`config.mk`:
```
export PLATFORM = sky130hd
export DESIGN_NAME = tt_func_eval_flat
export DESIGN_NICKNAME = d
export VERILOG_FILES = /design/src/rtl/tt_func_eval_if.sv /design/src/rtl/tt_func_eval.sv /design/src/flat_wrapper.sv
export SDC_FILE = /design/constraint.sdc
export NUM_CORES = 1
export LEC_CHECK = 0
export ABC_AREA = 1
export BUFFER_PORTS_ARGS = -buffer_cell sky130_fd_sc_hd__buf_2
export CAP_MARGIN = 5
export CORE_MARGIN = 10
export CORE_UTILIZATION = 34
export DETAILED_ROUTE_END_ITERATION = 10
export GPL_TIMING_DRIVEN = 0
export HOLD_SLACK_MARGIN = 0.15
export SLEW_MARGIN = 40
export SYNTH_ARGS = -nofsm -noshare
export SYNTH_HDL_FRONTEND = slang
export SYNTH_SLANG_ARGS = --single-unit
```
`constraint.sdc`:
```
create_clock -name clk -period 2.2 [get_ports clk]
set_clock_uncertainty 0.2 [all_clocks]
set_input_delay 0.44 -clock clk [delete_from_list [all_inputs] [get_ports clk]]
set_output_delay 0.44 -clock clk [all_outputs]
set_load 0.03 [all_outputs]
```
`src/rtl/tt_func_eval_if.sv`:
```
// Stream and config-port bundle for the truth-table function unit.
// master = the block driving vectors and table bits, slave = tt_func_eval.
interface tt_func_eval_if #(
    parameter int N_IN = 4
);
    logic            cfg_start;
    logic            cfg_valid;
    logic            cfg_bit;
    logic            cfg_busy;
    logic            in_valid;
    logic            in_ready;
    logic [N_IN-1:0] in_vec;
    logic            out_valid;
    logic            out_ready;
    logic            out_f;
    logic [N_IN-1:0] out_vec;

    modport master (
        output cfg_start, cfg_valid, cfg_bit, in_valid, in_vec, out_ready,
        input  cfg_busy, in_ready, out_valid, out_f, out_vec
    );

    modport slave (
        input  cfg_start, cfg_valid, cfg_bit, in_valid, in_vec, out_ready,
        output cfg_busy, in_ready, out_valid, out_f, out_vec
    );
endinterface

```
`src/rtl/tt_func_eval.sv`:
```
// N-input Boolean function unit: a run-time loadable truth table evaluated
// through a one-deep valid/ready slice, with a saturating count of 1 results.
module tt_func_eval #(
    parameter int                      N_IN       = 4,
    parameter logic [(2**N_IN)-1:0]    DEFAULT_TT = 16'hB0A0,
    parameter int                      CNT_W      = 16
) (
    input  logic               clk,
    input  logic               rst,
    tt_func_eval_if.slave      bus,
    input  logic               cnt_clr,
    output logic [CNT_W-1:0]   hit_cnt
);
    localparam int TT_W = 2**N_IN;

    typedef enum logic {IDLE, LOAD} state_t;

    state_t          state_q, state_d;
    logic [TT_W-1:0] active_tt;
    logic [TT_W-1:0] shadow;
    logic [TT_W-1:0] shadow_next;
    logic [N_IN-1:0] bit_idx;
    logic            shift_en;
    logic            commit;
    logic            idx_clr;

    logic            out_valid_q;
    logic            out_f_q;
    logic [N_IN-1:0] out_vec_q;
    logic            accept;
    logic            hit;

    // Minterm 0 arrives first, so bits shift in from the top and settle at index 0.
    assign shadow_next = {bus.cfg_bit, shadow[TT_W-1:1]};

    // NOTE: every always_comb output gets a default first so no path can infer a latch.
    always_comb begin
        state_d  = state_q;
        shift_en = 1'b0;
        commit   = 1'b0;
        idx_clr  = 1'b0;
        case (state_q)
            IDLE: begin
                if (bus.cfg_start) begin
                    state_d = LOAD;
                    idx_clr = 1'b1;
                end
            end
            LOAD: begin
                if (bus.cfg_valid) begin
                    shift_en = 1'b1;
                    if (bit_idx == {N_IN{1'b1}}) begin
                        commit  = 1'b1;
                        state_d = IDLE;
                    end
                end
            end
            default: state_d = IDLE;
        endcase
    end

    // NOTE: sequential state uses non-blocking assignments so every register samples pre-edge values.
    always_ff @(posedge clk or posedge rst) begin
        if (rst) state_q <= IDLE;
        else     state_q <= state_d;
    end

    // NOTE: the table is a plain register, not a RAM, so it can and must take a reset value.
    always_ff @(posedge clk or posedge rst) begin
        if (rst) begin
            active_tt <= DEFAULT_TT;
            shadow    <= '0;
            bit_idx   <= '0;
        end else begin
            if (idx_clr)       bit_idx <= '0;
            else if (shift_en) bit_idx <= bit_idx + N_IN'(1);
            if (shift_en)      shadow    <= shadow_next;
            if (commit)        active_tt <= shadow_next;
        end
    end

    assign bus.cfg_busy = (state_q == LOAD);

    assign bus.in_ready = !out_valid_q | bus.out_ready;
    assign accept       = bus.in_valid & bus.in_ready;

    // A vector accepted on the commit edge still reads the pre-commit table.
    always_ff @(posedge clk or posedge rst) begin
        if (rst) begin
            out_valid_q <= 1'b0;
            out_f_q     <= 1'b0;
            out_vec_q   <= '0;
        end else if (accept) begin
            out_valid_q <= 1'b1;
            out_f_q     <= active_tt[bus.in_vec];
            out_vec_q   <= bus.in_vec;
        end else if (bus.out_ready) begin
            out_valid_q <= 1'b0;
        end
    end

    assign bus.out_valid = out_valid_q;
    assign bus.out_f     = out_f_q;
    assign bus.out_vec   = out_vec_q;

    assign hit = out_valid_q & bus.out_ready & out_f_q;

    always_ff @(posedge clk or posedge rst) begin
        if (rst)                              hit_cnt <= '0;
        else if (cnt_clr)                     hit_cnt <= '0;
        else if (hit && (hit_cnt != '1))      hit_cnt <= hit_cnt + CNT_W'(1);
    end
endmodule

```
`src/flat_wrapper.sv`:
```
// flat-port wrapper written by rule: the top's interface ports become plain ports
module tt_func_eval_flat 
#(
    parameter int                      N_IN       = 4,
    parameter logic [(2**N_IN)-1:0]    DEFAULT_TT = 16'hB0A0,
    parameter int                      CNT_W      = 16
)
  (clk, rst, cnt_clr, hit_cnt, bus_cfg_start, bus_cfg_valid, bus_cfg_bit, bus_in_valid, bus_in_vec, bus_out_ready, bus_cfg_busy, bus_in_ready, bus_out_valid, bus_out_f, bus_out_vec);
  tt_func_eval_if #(.N_IN(N_IN)) bus_i ();
  input  logic clk;
  input  logic rst;
  input  logic cnt_clr;
  output logic [CNT_W-1:0] hit_cnt;
  input wire logic [$bits(bus_i.cfg_start)-1:0] bus_cfg_start;
  input wire logic [$bits(bus_i.cfg_valid)-1:0] bus_cfg_valid;
  input wire logic [$bits(bus_i.cfg_bit)-1:0] bus_cfg_bit;
  input wire logic [$bits(bus_i.in_valid)-1:0] bus_in_valid;
  input wire logic [$bits(bus_i.in_vec)-1:0] bus_in_vec;
  input wire logic [$bits(bus_i.out_ready)-1:0] bus_out_ready;
  output wire logic [$bits(bus_i.cfg_busy)-1:0] bus_cfg_busy;
  output wire logic [$bits(bus_i.in_ready)-1:0] bus_in_ready;
  output wire logic [$bits(bus_i.out_valid)-1:0] bus_out_valid;
  output wire logic [$bits(bus_i.out_f)-1:0] bus_out_f;
  output wire logic [$bits(bus_i.out_vec)-1:0] bus_out_vec;
  assign bus_i.cfg_start = bus_cfg_start;
  assign bus_i.cfg_valid = bus_cfg_valid;
  assign bus_i.cfg_bit = bus_cfg_bit;
  assign bus_i.in_valid = bus_in_valid;
  assign bus_i.in_vec = bus_in_vec;
  assign bus_i.out_ready = bus_out_ready;
  assign bus_cfg_busy = bus_i.cfg_busy;
  assign bus_in_ready = bus_i.in_ready;
  assign bus_out_valid = bus_i.out_valid;
  assign bus_out_f = bus_i.out_f;
  assign bus_out_vec = bus_i.out_vec;
  tt_func_eval #(.N_IN(N_IN), .DEFAULT_TT(DEFAULT_TT), .CNT_W(CNT_W)) u_core (.clk(clk), .rst(rst), .bus(bus_i), .cnt_clr(cnt_clr), .hit_cnt(hit_cnt));
endmodule
```
==> results.cfg <==
[status]
status = complete, no violations

[critical_path]
end_kind = flop
worstSetupPathType = reg2reg
cp_top_family = simple AND/OR/NAND/NOR gates
crit_chain = ha_1 -> nand3_2 -> inv_2 -> nand2_2 -> nor2_2 -> nor2_4 -> buf_2 -> nand4_1 -> nand2_1
critPathLaunchType = flop
worst-path-max-fanout = 10
crit_buf_inv = 2
cp_data_arrival_time_ps = 2100
slowest_stage = dfrtp_1
max_stage_delay_ps = 450
worstPathRequired_ps = 2280

[clock_network]
cts_buffers = 9
cts.sinks = 58
cts_root_buf = clkbuf_8
cts_tree = done
ctsLongestPathBuffers = 2
clkTransAtPathRegs_ps = 70
worst_skew_pair.late_latency_ps = 350
htree_levels = 3

[yosys]
ys_seq_area_share_pct = 51.0
synth_flop_cell = dfrtp_1
yosys.area.top_type_share_pct = 46.4
synth_fp_nets = 369
syn_inst = 355
ys_ff_latch = 58
synth_most_common_cell = nand2_1
synth_top_area_cell = dfrtp_1
ys_types = 29
synth_edf_count = 0
async_flop_share_pct = 100
synthesis.area_um2 = 2860
yosys_warnings = 0
ys_top_cells_by_count = nand2_1, dfrtp_1, inv_1
avgSynthCellArea_um2 = 8.05
synthTopCellsByArea = dfrtp_1, nand2_1, dfstp_2

[placement]
gp_congestion = 0.799
dp_slack_ps = 123
numPortBuffers = 35
hpwl_um = 4680

[drt]
drc_errors = 0
drt.antenna.violating_nets = 0
drtIter0Drc = 124
routed.top_layer = met4
wl_met1_um = 2980
wl_per_cell_um = 12.9
dr.pass1.iters = 4
wl_met2_um = 3260
route.met3.wl_um = 309
via_per_inst = 4.71
routed_wl_um = 6690
via_count = 2442

[die]
die_x_um = 112
io_pins = 36
core-area_um2 = 8220
die_h_um = 112
core.rowCount = 33
start_util_pct = 34.8
dieArea_um2 = 12500

[global_route]
first_global_vias = 2562
antenna_found_initial = 0
track_usage_pct = 11.2
grt_pass1_wl_um = 11700
grt_max_degree = 44
gr-total-overflow = 0

[sta]
rsz0062_at_grt = false
worst_pin_slew_ps = 527
timing.final.ws_setup_ps = 180
period_share_pct = 91.8
hold_viol = 0
relSlewSlack_pct = 64.9
slew_viol_final = 0
post-route-min-period_ps = 2020
fmax_mhz = 495
setup-violations-final = 0

[flow_run]
cap_violations = 0

[cells_and_area]
nFillCells = 833
diodes = 0
drive_above_1_share_pct = 19.9
nets = 422
area_delta_synth_final_pct = 22.2
final_core_util_pct = 42.5

[power]
power_leakage_uw = 0.00179
vdd_drop_max_mv = 0.414
power_density_nw_per_um2 = 980

[hold_path]
hp-class = in2reg
==> timing repair <==
item                                   CTS  global route
hold buffers                             4             0
gates resized for setup                  0             0
endpoints found under the hold margin   57             0
buffers inserted                         0             2
setup endpoints to repair                0            10
==> metal layers <==
layer | track usage (%) | up-vias
li1 | - | 1240
met2 | 19.4 | 47
met4 | 4.63 | 0
met5 | 0 | -
met3 | 3.49 | 12
met1 | 12.5 | 1143
==> cell families after synthesis <==
group	synth area share (%)
buffers and inverters	5.95
AOI/OAI and AO/OA	5.03
and+or+nand+nor	33.1
adders and majority gates	0.876
DFF	51.0
xor gates and xnor gates	1.23
muxes	2.76
==> cells in the final DEF (no fill, tap or decap) <==
cell type      netlist  layout
a21oi_1              2       2
a22o_1               1       1
buf_1                1       1
buf_12               0       1
buf_2                1      36
buf_4                1       3
buf_6                1       1
bufinv_16            0       3
clkbuf_1             5       5
clkbuf_8             0       9
clkinv_4             0       3
dfrtp_1             53      53
dfstp_2              5       5
dlygate4sd3_1        0       4
ha_1                 2       2
inv_1               31      30
inv_2                2       2
inv_4                0       1
inv_6                0       1
mux2_1               1       1
mux2_2               6       6
nand2_1            141     141
nand2_2              2       2
nand3_1             20      20
nand3_2              2       2
nand3b_1             2       2
nand4_1             16      16
nor2_1              26      26
nor2_2               1       1
nor2_4               3       3
nor2_8               1       1
o211ai_1             2       2
o21ai_0             19      19
o21bai_1             2       2
or2_2                2       2
xor2_1               4       4
==> state kept, by name, summed over array words and instances (netlist names) <==
name / count
u_core.bus.out_f: 1
u_core.bus.out_vec: 4
u_core.active_tt: 16
u_core.shadow: 15
u_core.bus.out_valid: 1
u_core.bit_idx: 4
u_core.hit_cnt: 16
u_core.bus.cfg_busy: 1
==> report_power, final <==
group	total (uW)	leakage, uW	internal, uW	switching, uW
Combinational	645	0.000927	247	398
Sequential	1540	0.000738	1370	167
Clock	1230	0.000124	761	473
==> tightest hold or removal path, cell delays in order <==
cell and delay (ps):
buf_2 90, inv_1 30, nand2_1 80, nand2_1 50
==> layout make-up <==
cell class | count | area (um2) | area share (%)
timing repair buffer | 42 | 250 | 7.17
inverter | 33 | 126 | 3.62
clock inverter | 7 | 125 | 3.58
clock buffer | 9 | 124 | 3.55
multi-input combinational | 255 | 1230 | 35.2
tap | 105 | 131 | 3.76
buffer | 9 | 46.3 | 1.33
sequential | 58 | 1460 | 41.8
==> final timing paths <==
kind | from | endpoint | slack, ps | cells past startpoint
max reg2reg | u_core.hit_cnt[0]$_DFFE_PP0P_ | u_core.hit_cnt[12]$_DFFE_PP0P_ | 180 | 9
max in group asynchronous | rst | u_core.active_tt[5]$_DFFE_PP1P_ | 880 | 4
min in group asynchronous | rst | u_core.hit_cnt[4]$_DFFE_PP0P_ | 370 | 3
min | bus_out_ready | u_core.bus.out_valid$_DFFE_PP0P_ | 180 | 4
max | u_core.hit_cnt[0]$_DFFE_PP0P_ | u_core.hit_cnt[12]$_DFFE_PP0P_ | 180 | 9
min reg2reg | u_core.bit_idx[3]$_DFFE_PP0P_ | u_core.bit_idx[3]$_DFFE_PP0P_ | 270 | 1
==> stage by stage <==
stage	area [um2]	std cells	hold WS, ps	TNS (ps)	total power, uW
after floorplan	2860	355	240	0	2010
after global placement	3160	495	259	-36480	2170
after detailed placement	3190	496	193	0	2200
after CTS	3480	516	172	0	3460
after global routing	3490	518	219	0	3640
final	3490	518	184	0	3420
No activity file was read; power rests on OpenSTA's default activity.
